**src/rtl/armleocpu_clint_gen2_if.sv**
```systemverilog
// AXI4-Lite bus bundle for the core-local interruptor.
// The master drives addresses, data and the READY of the return channels;
// the slave returns the address/data READYs, responses and read data.
interface armleocpu_clint_gen2_if;
  logic [15:0] AXI_AWADDR;
  logic        AXI_AWVALID;
  logic        AXI_AWREADY;

  logic [31:0] AXI_WDATA;
  logic [3:0]  AXI_WSTRB;
  logic        AXI_WVALID;
  logic        AXI_WREADY;

  logic [1:0]  AXI_BRESP;
  logic        AXI_BVALID;
  logic        AXI_BREADY;

  logic [15:0] AXI_ARADDR;
  logic        AXI_ARVALID;
  logic        AXI_ARREADY;

  logic [31:0] AXI_RDATA;
  logic [1:0]  AXI_RRESP;
  logic        AXI_RVALID;
  logic        AXI_RREADY;

  modport master (
    output AXI_AWADDR, AXI_AWVALID, AXI_WDATA, AXI_WSTRB, AXI_WVALID,
    output AXI_BREADY, AXI_ARADDR, AXI_ARVALID, AXI_RREADY,
    input  AXI_AWREADY, AXI_WREADY, AXI_BRESP, AXI_BVALID,
    input  AXI_ARREADY, AXI_RDATA, AXI_RRESP, AXI_RVALID
  );

  modport slave (
    input  AXI_AWADDR, AXI_AWVALID, AXI_WDATA, AXI_WSTRB, AXI_WVALID,
    input  AXI_BREADY, AXI_ARADDR, AXI_ARVALID, AXI_RREADY,
    output AXI_AWREADY, AXI_WREADY, AXI_BRESP, AXI_BVALID,
    output AXI_ARREADY, AXI_RDATA, AXI_RRESP, AXI_RVALID
  );
endinterface

```
**src/rtl/armleocpu_clint_gen2.sv**
```systemverilog
// Core-local interruptor: per-hart msip bits, per-hart 64-bit mtimecmp,
// a shared prescaled 64-bit mtime, all behind one AXI4-Lite slave that
// serves a single transaction at a time.
module armleocpu_clint_gen2 #(
  parameter int HART_COUNT       = 8,
  parameter int HART_COUNT_WIDTH = 5,
  parameter int MTIME_PRESCALE   = 1,
  parameter bit EXT_TICK_EN      = 1'b0
) (
  input  logic                  clk,
  input  logic                  rst_n,
  input  logic                  mtime_tick,
  armleocpu_clint_gen2_if.slave bus,
  output logic [HART_COUNT-1:0] hart_swi,
  output logic [HART_COUNT-1:0] hart_timeri
);

  localparam logic [1:0] RESP_OKAY   = 2'b00;
  localparam logic [1:0] RESP_SLVERR = 2'b10;
  localparam logic [1:0] RESP_DECERR = 2'b11;

  typedef enum logic [1:0] {S_IDLE, S_WDATA, S_WRESP, S_RDATA} state_t;
  typedef enum logic [2:0] {
    R_NONE, R_MSIP, R_CMP_LO, R_CMP_HI, R_MTIME_LO, R_MTIME_HI
  } reg_kind_t;

  typedef struct packed {
    reg_kind_t                   kind;
    logic [HART_COUNT_WIDTH-1:0] hart;
    logic [1:0]                  resp;
  } decode_t;

  // Maps a bus address onto a register kind, hart index and response code.
  function automatic decode_t decode(input logic [15:0] addr);
    decode_t d;
    d.kind = R_NONE;
    d.hart = '0;
    d.resp = RESP_DECERR;
    if (addr[15:14] == 2'b00) begin
      if (int'(addr[13:2]) < HART_COUNT) begin
        d.kind = R_MSIP;
        d.hart = addr[2 +: HART_COUNT_WIDTH];
      end
    end else if (addr[15:14] == 2'b01) begin
      if (int'(addr[13:3]) < HART_COUNT) begin
        d.kind = addr[2] ? R_CMP_HI : R_CMP_LO;
        d.hart = addr[3 +: HART_COUNT_WIDTH];
      end
    end else if (addr[15:3] == 13'h17FF) begin
      d.kind = addr[2] ? R_MTIME_HI : R_MTIME_LO;
    end
    if (d.kind != R_NONE) d.resp = (addr[1:0] != 2'b00) ? RESP_SLVERR : RESP_OKAY;
    return d;
  endfunction

  // Replaces only the strobed bytes of a 32-bit word.
  function automatic logic [31:0] merge(input logic [31:0] old_word,
                                        input logic [31:0] new_word,
                                        input logic [3:0]  strb);
    logic [31:0] r;
    for (int b = 0; b < 4; b++) r[8*b +: 8] = strb[b] ? new_word[8*b +: 8] : old_word[8*b +: 8];
    return r;
  endfunction

  state_t          state;
  decode_t         wr_q;
  logic [31:0]     rdata_q;
  logic [1:0]      rresp_q;
  logic [HART_COUNT-1:0] msip;
  logic [63:0]     mtimecmp [HART_COUNT];
  logic [63:0]     mtime;
  logic [15:0]     prescale_cnt;

  decode_t         aw_dec;
  decode_t         ar_dec;
  logic [31:0]     rd_value;
  logic            wr_commit;
  logic            tick_qual;

  assign aw_dec    = decode(bus.AXI_AWADDR);
  assign ar_dec    = decode(bus.AXI_ARADDR);
  assign wr_commit = (state == S_WDATA) && bus.AXI_WVALID && (wr_q.resp == RESP_OKAY);
  assign tick_qual = EXT_TICK_EN ? mtime_tick : 1'b1;

  assign bus.AXI_AWREADY = (state == S_IDLE) && bus.AXI_AWVALID;
  assign bus.AXI_ARREADY = (state == S_IDLE) && !bus.AXI_AWVALID && bus.AXI_ARVALID;
  assign bus.AXI_WREADY  = (state == S_WDATA);
  assign bus.AXI_BVALID  = (state == S_WRESP);
  assign bus.AXI_BRESP   = wr_q.resp;
  assign bus.AXI_RVALID  = (state == S_RDATA);
  assign bus.AXI_RDATA   = rdata_q;
  assign bus.AXI_RRESP   = rresp_q;
  assign hart_swi        = msip;

  // Selects the read value for the address presented on AR this cycle.
  always_comb begin
    // NOTE: default first so every path assigns rd_value and no latch is inferred.
    rd_value = '0;
    for (int h = 0; h < HART_COUNT; h++) begin
      if (ar_dec.hart == HART_COUNT_WIDTH'(h)) begin
        case (ar_dec.kind)
          R_MSIP:   rd_value = {31'b0, msip[h]};
          R_CMP_LO: rd_value = mtimecmp[h][31:0];
          R_CMP_HI: rd_value = mtimecmp[h][63:32];
          default:  ;
        endcase
      end
    end
    if (ar_dec.kind == R_MTIME_LO) rd_value = mtime[31:0];
    if (ar_dec.kind == R_MTIME_HI) rd_value = mtime[63:32];
    if (ar_dec.resp != RESP_OKAY)  rd_value = '0;
  end

  // Bus FSM: accepts one write or read at a time, writes winning ties.
  always_ff @(posedge clk or negedge rst_n) begin
    if (!rst_n) begin
      state   <= S_IDLE;
      wr_q    <= '{kind: R_NONE, hart: '0, resp: RESP_OKAY};
      rdata_q <= '0;
      rresp_q <= RESP_OKAY;
    end else begin
      // NOTE: state uses non-blocking assignments so every flop samples pre-edge values.
      case (state)
        S_IDLE: begin
          if (bus.AXI_AWVALID) begin
            wr_q  <= aw_dec;
            state <= S_WDATA;
          end else if (bus.AXI_ARVALID) begin
            rdata_q <= rd_value;
            rresp_q <= ar_dec.resp;
            state   <= S_RDATA;
          end
        end
        S_WDATA: if (bus.AXI_WVALID) state <= S_WRESP;
        S_WRESP: if (bus.AXI_BREADY) state <= S_IDLE;
        S_RDATA: if (bus.AXI_RREADY) state <= S_IDLE;
        default: state <= S_IDLE;
      endcase
    end
  end

  // Per-hart msip and mtimecmp updates from committed writes.
  always_ff @(posedge clk or negedge rst_n) begin
    if (!rst_n) begin
      msip <= '0;
      // NOTE: the compare array is reset on purpose: all-ones keeps timers quiet until software arms them.
      for (int h = 0; h < HART_COUNT; h++) mtimecmp[h] <= '1;
    end else if (wr_commit) begin
      for (int h = 0; h < HART_COUNT; h++) begin
        if (wr_q.hart == HART_COUNT_WIDTH'(h)) begin
          case (wr_q.kind)
            R_MSIP:   if (bus.AXI_WSTRB[0]) msip[h] <= bus.AXI_WDATA[0];
            R_CMP_LO: mtimecmp[h][31:0]  <= merge(mtimecmp[h][31:0],  bus.AXI_WDATA, bus.AXI_WSTRB);
            R_CMP_HI: mtimecmp[h][63:32] <= merge(mtimecmp[h][63:32], bus.AXI_WDATA, bus.AXI_WSTRB);
            default:  ;
          endcase
        end
      end
    end
  end

  // Time base: prescaled increment, overridden (and prescaler cleared) by writes.
  always_ff @(posedge clk or negedge rst_n) begin
    if (!rst_n) begin
      mtime        <= '0;
      prescale_cnt <= '0;
    end else if (wr_commit && wr_q.kind == R_MTIME_LO) begin
      mtime[31:0]  <= merge(mtime[31:0], bus.AXI_WDATA, bus.AXI_WSTRB);
      prescale_cnt <= '0;
    end else if (wr_commit && wr_q.kind == R_MTIME_HI) begin
      mtime[63:32] <= merge(mtime[63:32], bus.AXI_WDATA, bus.AXI_WSTRB);
      prescale_cnt <= '0;
    end else if (tick_qual) begin
      if (prescale_cnt == 16'(MTIME_PRESCALE - 1)) begin
        prescale_cnt <= '0;
        mtime        <= mtime + 64'd1;
      end else begin
        prescale_cnt <= prescale_cnt + 16'd1;
      end
    end
  end

  // Registered timer interrupts from the current compare and time values.
  always_ff @(posedge clk or negedge rst_n) begin
    if (!rst_n) begin
      hart_timeri <= '0;
    end else begin
      for (int h = 0; h < HART_COUNT; h++) hart_timeri[h] <= (mtimecmp[h] <= mtime);
    end
  end

endmodule

```
**src/flat_wrapper.sv**
```systemverilog
// flat-port wrapper written by rule: the top's interface ports become plain ports
module armleocpu_clint_gen2_flat 
#(
  parameter int HART_COUNT       = 8,
  parameter int HART_COUNT_WIDTH = 5,
  parameter int MTIME_PRESCALE   = 1,
  parameter bit EXT_TICK_EN      = 1'b0
)
  (clk, rst_n, mtime_tick, hart_swi, hart_timeri, bus_AXI_AWADDR, bus_AXI_AWVALID, bus_AXI_WDATA, bus_AXI_WSTRB, bus_AXI_WVALID, bus_AXI_BREADY, bus_AXI_ARADDR, bus_AXI_ARVALID, bus_AXI_RREADY, bus_AXI_AWREADY, bus_AXI_WREADY, bus_AXI_BRESP, bus_AXI_BVALID, bus_AXI_ARREADY, bus_AXI_RDATA, bus_AXI_RRESP, bus_AXI_RVALID);
  armleocpu_clint_gen2_if bus_i ();
  input  logic clk;
  input  logic rst_n;
  input  logic mtime_tick;
  output logic [HART_COUNT-1:0] hart_swi;
  output logic [HART_COUNT-1:0] hart_timeri;
  input wire logic [$bits(bus_i.AXI_AWADDR)-1:0] bus_AXI_AWADDR;
  input wire logic [$bits(bus_i.AXI_AWVALID)-1:0] bus_AXI_AWVALID;
  input wire logic [$bits(bus_i.AXI_WDATA)-1:0] bus_AXI_WDATA;
  input wire logic [$bits(bus_i.AXI_WSTRB)-1:0] bus_AXI_WSTRB;
  input wire logic [$bits(bus_i.AXI_WVALID)-1:0] bus_AXI_WVALID;
  input wire logic [$bits(bus_i.AXI_BREADY)-1:0] bus_AXI_BREADY;
  input wire logic [$bits(bus_i.AXI_ARADDR)-1:0] bus_AXI_ARADDR;
  input wire logic [$bits(bus_i.AXI_ARVALID)-1:0] bus_AXI_ARVALID;
  input wire logic [$bits(bus_i.AXI_RREADY)-1:0] bus_AXI_RREADY;
  output wire logic [$bits(bus_i.AXI_AWREADY)-1:0] bus_AXI_AWREADY;
  output wire logic [$bits(bus_i.AXI_WREADY)-1:0] bus_AXI_WREADY;
  output wire logic [$bits(bus_i.AXI_BRESP)-1:0] bus_AXI_BRESP;
  output wire logic [$bits(bus_i.AXI_BVALID)-1:0] bus_AXI_BVALID;
  output wire logic [$bits(bus_i.AXI_ARREADY)-1:0] bus_AXI_ARREADY;
  output wire logic [$bits(bus_i.AXI_RDATA)-1:0] bus_AXI_RDATA;
  output wire logic [$bits(bus_i.AXI_RRESP)-1:0] bus_AXI_RRESP;
  output wire logic [$bits(bus_i.AXI_RVALID)-1:0] bus_AXI_RVALID;
  assign bus_i.AXI_AWADDR = bus_AXI_AWADDR;
  assign bus_i.AXI_AWVALID = bus_AXI_AWVALID;
  assign bus_i.AXI_WDATA = bus_AXI_WDATA;
  assign bus_i.AXI_WSTRB = bus_AXI_WSTRB;
  assign bus_i.AXI_WVALID = bus_AXI_WVALID;
  assign bus_i.AXI_BREADY = bus_AXI_BREADY;
  assign bus_i.AXI_ARADDR = bus_AXI_ARADDR;
  assign bus_i.AXI_ARVALID = bus_AXI_ARVALID;
  assign bus_i.AXI_RREADY = bus_AXI_RREADY;
  assign bus_AXI_AWREADY = bus_i.AXI_AWREADY;
  assign bus_AXI_WREADY = bus_i.AXI_WREADY;
  assign bus_AXI_BRESP = bus_i.AXI_BRESP;
  assign bus_AXI_BVALID = bus_i.AXI_BVALID;
  assign bus_AXI_ARREADY = bus_i.AXI_ARREADY;
  assign bus_AXI_RDATA = bus_i.AXI_RDATA;
  assign bus_AXI_RRESP = bus_i.AXI_RRESP;
  assign bus_AXI_RVALID = bus_i.AXI_RVALID;
  armleocpu_clint_gen2 #(.HART_COUNT(HART_COUNT), .HART_COUNT_WIDTH(HART_COUNT_WIDTH), .MTIME_PRESCALE(MTIME_PRESCALE), .EXT_TICK_EN(EXT_TICK_EN)) u_core (.clk(clk), .rst_n(rst_n), .mtime_tick(mtime_tick), .bus(bus_i), .hart_swi(hart_swi), .hart_timeri(hart_timeri));
endmodule
```
**config.mk**
```make
export PLATFORM = sky130hd
export DESIGN_NAME = armleocpu_clint_gen2_flat
export DESIGN_NICKNAME = d
export VERILOG_FILES = /design/src/rtl/armleocpu_clint_gen2_if.sv /design/src/rtl/armleocpu_clint_gen2.sv /design/src/flat_wrapper.sv
export SDC_FILE = /design/constraint.sdc
export NUM_CORES = 2
export LEC_CHECK = 0
export BUFFER_PORTS_ARGS = -buffer_cell sky130_fd_sc_hd__clkbuf_2
export CORE_MARGIN = 5
export CORE_UTILIZATION = 42
export CTS_BUF_LIST = sky130_fd_sc_hd__clkbuf_16
export CTS_CLUSTER_DIAMETER = 120
export DETAILED_ROUTE_END_ITERATION = 16
export GPL_ROUTABILITY_DRIVEN = 0
export PLACE_DENSITY = 0.61
export SLEW_MARGIN = 5
export SYNTH_ARGS = -nofsm -noshare
export SYNTH_HDL_FRONTEND = slang
export SYNTH_SLANG_ARGS = --single-unit
```
**constraint.sdc**
```tcl
create_clock -name clk -period 4.7 [get_ports clk]
set_input_delay 0.705 -clock clk [delete_from_list [all_inputs] [get_ports clk]]
set_output_delay 0.705 -clock clk [all_outputs]
set_load 0.02 [all_outputs]
```
==> reports/results.ini <==
[timing]
min_period_ns = 4.01
worst_slew_pin_slew_ns = 1.50
whs_ns = 0.160
setup_violations = 0
setup_slack_ns = 0.688
slew_viol_final = 1
finalHoldViolations = 0
setup_tns_ns = 0
fmaxAchievable_ghz = 0.249
min_period_over_period = 0.854
fin_skew_ns = 0.0307
rsz0062_at_grt = no
relSlewSlack = -0.0226

[setup_path]
path_class = flip-flop to flip-flop
critPathMaxFanout = 7
path_delay_family = simple AND/OR/NAND/NOR gates
r2r_cells = 14
path_common_cell = buf_4
crit_required_ns = 5.13
cp_num_buf_inv = 5
slowest_stage = dfrtp_1
r2r_end = u_core.hart_timeri[3]$_DFF_PN0_
worstPathCellList = inv_1 > ha_1 > nand4_1 > nor2_1 > nor4b_1 > buf_4 > nand4_1 > buf_4 > a21oi_1 > buf_4 > a2111oi_1 > buf_4 > o21ai_0 > o21ai_0
cp-start-kind = flip-flop
critical_path_cell_count = 14
r2r_setup_slack_ns = 0.69
reg2reg_from = u_core.mtime[20]$_DFFE_PN0P_
arrival_ns = 4.45
slowest_delay_ns = 0.48
crit_path_end_kind = flip-flop

[floorplan]
ios = 133
core_area_um2 = 102000
initial_core_util = 0.424
die_height_um = 331
die_area_um2 = 109000
die_w_um = 331
row_count = 117

[run]
cap_violations = 1

[status]
violations = max-capacitance violations, max-slew violations
status = finished, violations left

[yosys]
yosysWarnings = 0
yosysSeqAreaShare = 0.394
synth.most_common_cell = mux2_2
synthCells = 4099
synth_commonest_cells = 526 x mux2_2, 515 x ha_1, 512 x dfstp_2
synth-seq-cells = 654
synth_edf_count = 0
syn_nets = 4690
syn_area_um2 = 43200
synth-async-reset-ratio = 1.00
yosys.area.top_type = dfstp_2
ys.flop_type = dfstp_2
synth_top_area_frac = 0.312
synth_area_leaders = dfstp_2 31%, ha_1 15%, mux2_2 14%, dfrtp_1 8.2%, a21oi_1 3.2%
synth_cell_type_count = 78
syn_area_per_cell_um2 = 10.5

[clock_network]
clk_pin_slew_worst_paths_ns = 0.06
numCtsBuffers = 75
cts_tree = built
hold_buffers = 0
cts_resized = 0
cts.path.max_buffers = 3
clock_sinks = 654
root_buffer = clkbuf_16
postCtsSetupBuffers = 0
insertion_delay_ns = 0.65
htree_levels = 3

[detailed_routing]
postRouteAntennaNets = 0
viasPerCell = 6.55
wl_per_cell_um = 29.8
dr.pass1.iters = 5
vias = 37628
drc = 0
drt_wl_total_um = 171000
drtIter0Drc = 4261

[finish]
final_nets = 4911
instances_no_fill = 5749
syn2layout_area_growth_pct = 13.2
final_util = 0.479
fillers = 9479
drive_above_1_share = 0.344

[pwr]
p_leak_nw = 21.9
p_per_area_nw_per_um2 = 250
peakVddDrop_uv = 230

[global_route]
grt_first_pass_wirelength_um = 248000
grt_pass1_vias = 36432
grt_max_degree = 102
antenna_found_initial = 5
overflow = 0
track_usage = 0.307

[placed_design]
io_buffers = 131
placedCellCount = 5611
detailed_place_hpwl_um = 129000
place_ws_ns = 0.584

[min_path]
min_path_type = primary input to asynchronous set/reset pin

## metal layers
layer,vias to the layer above,GRT usage,wire (um)
met5,-,0,43
li1,16230,-,-
met1,18898,0.410,70200
met4,6,0.182,12200
met2,2002,0.454,72000
met3,492,0.0712,17100
## flip-flops by register name (all words and copies together) (netlist names)
name	flops
u_core.state	2
u_core.wr_q	8
u_core.mtimecmp	512
u_core.bus.AXI_BRESP	2
u_core.bus.AXI_RRESP	2
u_core.bus.AXI_RDATA	32
u_core.prescale_cnt	16
u_core.mtime	64
u_core.hart_swi	8
u_core.hart_timeri	8
## layout by cell type, fill, tap and decap left out, types with 25 or more instances in the layout
master	instances
a22oi_1	79
nand2_1	239
ha_1	515
a211oi_1	45
and3_1	27
a2111oi_0	40
a21oi_1	271
o21ai_0	211
o21a_1	44
o22ai_1	51
mux2_2	526
inv_1	107
dfstp_2	512
o211ai_1	26
nand3_1	96
o21ai_1	25
mux2i_1	46
clkbuf_2	129
dfrtp_1	142
clkbuf_16	79
nor3_1	59
nand4_1	107
buf_4	190
nor2_1	268
a221oi_1	81
a21o_1	69
## kinds of logic (layout without fill, tap and decap cells)
kind of cell | after synthesis | after routing | synth area share
DFF | 654 | 654 | 0.394
AOI/OAI and AO/OA | 1125 | 1125 | 0.175
and+or+nand+nor | 945 | 945 | 0.106
xor gates and xnor gates | 11 | 11 | 0.00223
muxes | 572 | 572 | 0.148
other | 0 | 1 | 0
buffers and inverters | 277 | 558 | 0.0256
adders and majority gates | 515 | 515 | 0.149
## through the flow
stage	instance area, um2	power [mW]
2_1_floorplan	43200	6.13
3_3_place_gp	46500	6.57
3_5_place_dp	46500	6.58
4_1_cts	48800	12.3
5_1_grt	48800	12.6
6_report	48800	12.2
## power by group
| group | leakage [nW] | switching (mW) | internal [mW] |
|---|---|---|---|
| combinational | 13.7 | 0.607 | 0.183 |
| clock | 1.21 | 2.53 | 3.18 |
| sequential | 7.01 | 0.0452 | 5.68 |
| total | 21.9 | 3.18 | 9.05 |
## how the worst max path moves through the flow
| stage | start | end | slack [ns] |
|---|---|---|---|
| 3_3_place_gp | bus_AXI_ARADDR[10] | u_core.bus.AXI_RDATA[19]$_DFFE_PN0P_ | 0.60 |
| 2_1_floorplan | bus_AXI_ARADDR[10] | u_core.bus.AXI_RDATA[11]$_DFFE_PN0P_ | 1.50 |
| 3_5_place_dp | bus_AXI_ARADDR[10] | u_core.bus.AXI_RDATA[19]$_DFFE_PN0P_ | 0.58 |
| 5_1_grt | u_core.mtime[20]$_DFFE_PN0P_ | u_core.hart_timeri[3]$_DFF_PN0_ | 0.69 |
| 4_1_cts | u_core.mtime[20]$_DFFE_PN0P_ | u_core.hart_timeri[3]$_DFF_PN0_ | 0.78 |
| 6_report | u_core.mtime[20]$_DFFE_PN0P_ | u_core.hart_timeri[3]$_DFF_PN0_ | 0.69 |
## area by class of cell
type | instances | area [um2] | share of cell area
multi-input combinational | 3168 | 25100 | 0.515
sequential | 654 | 17000 | 0.348
timing repair buffer | 334 | 2370 | 0.0485
clock buffer | 79 | 1980 | 0.0405
tap | 1368 | 1710 | 0.0350
inverter | 87 | 327 | 0.00669
clock inverter | 58 | 322 | 0.00658
antenna | 1 | 2.50 | 0.0000512
Note: power is estimated with default switching activity, not from simulation.
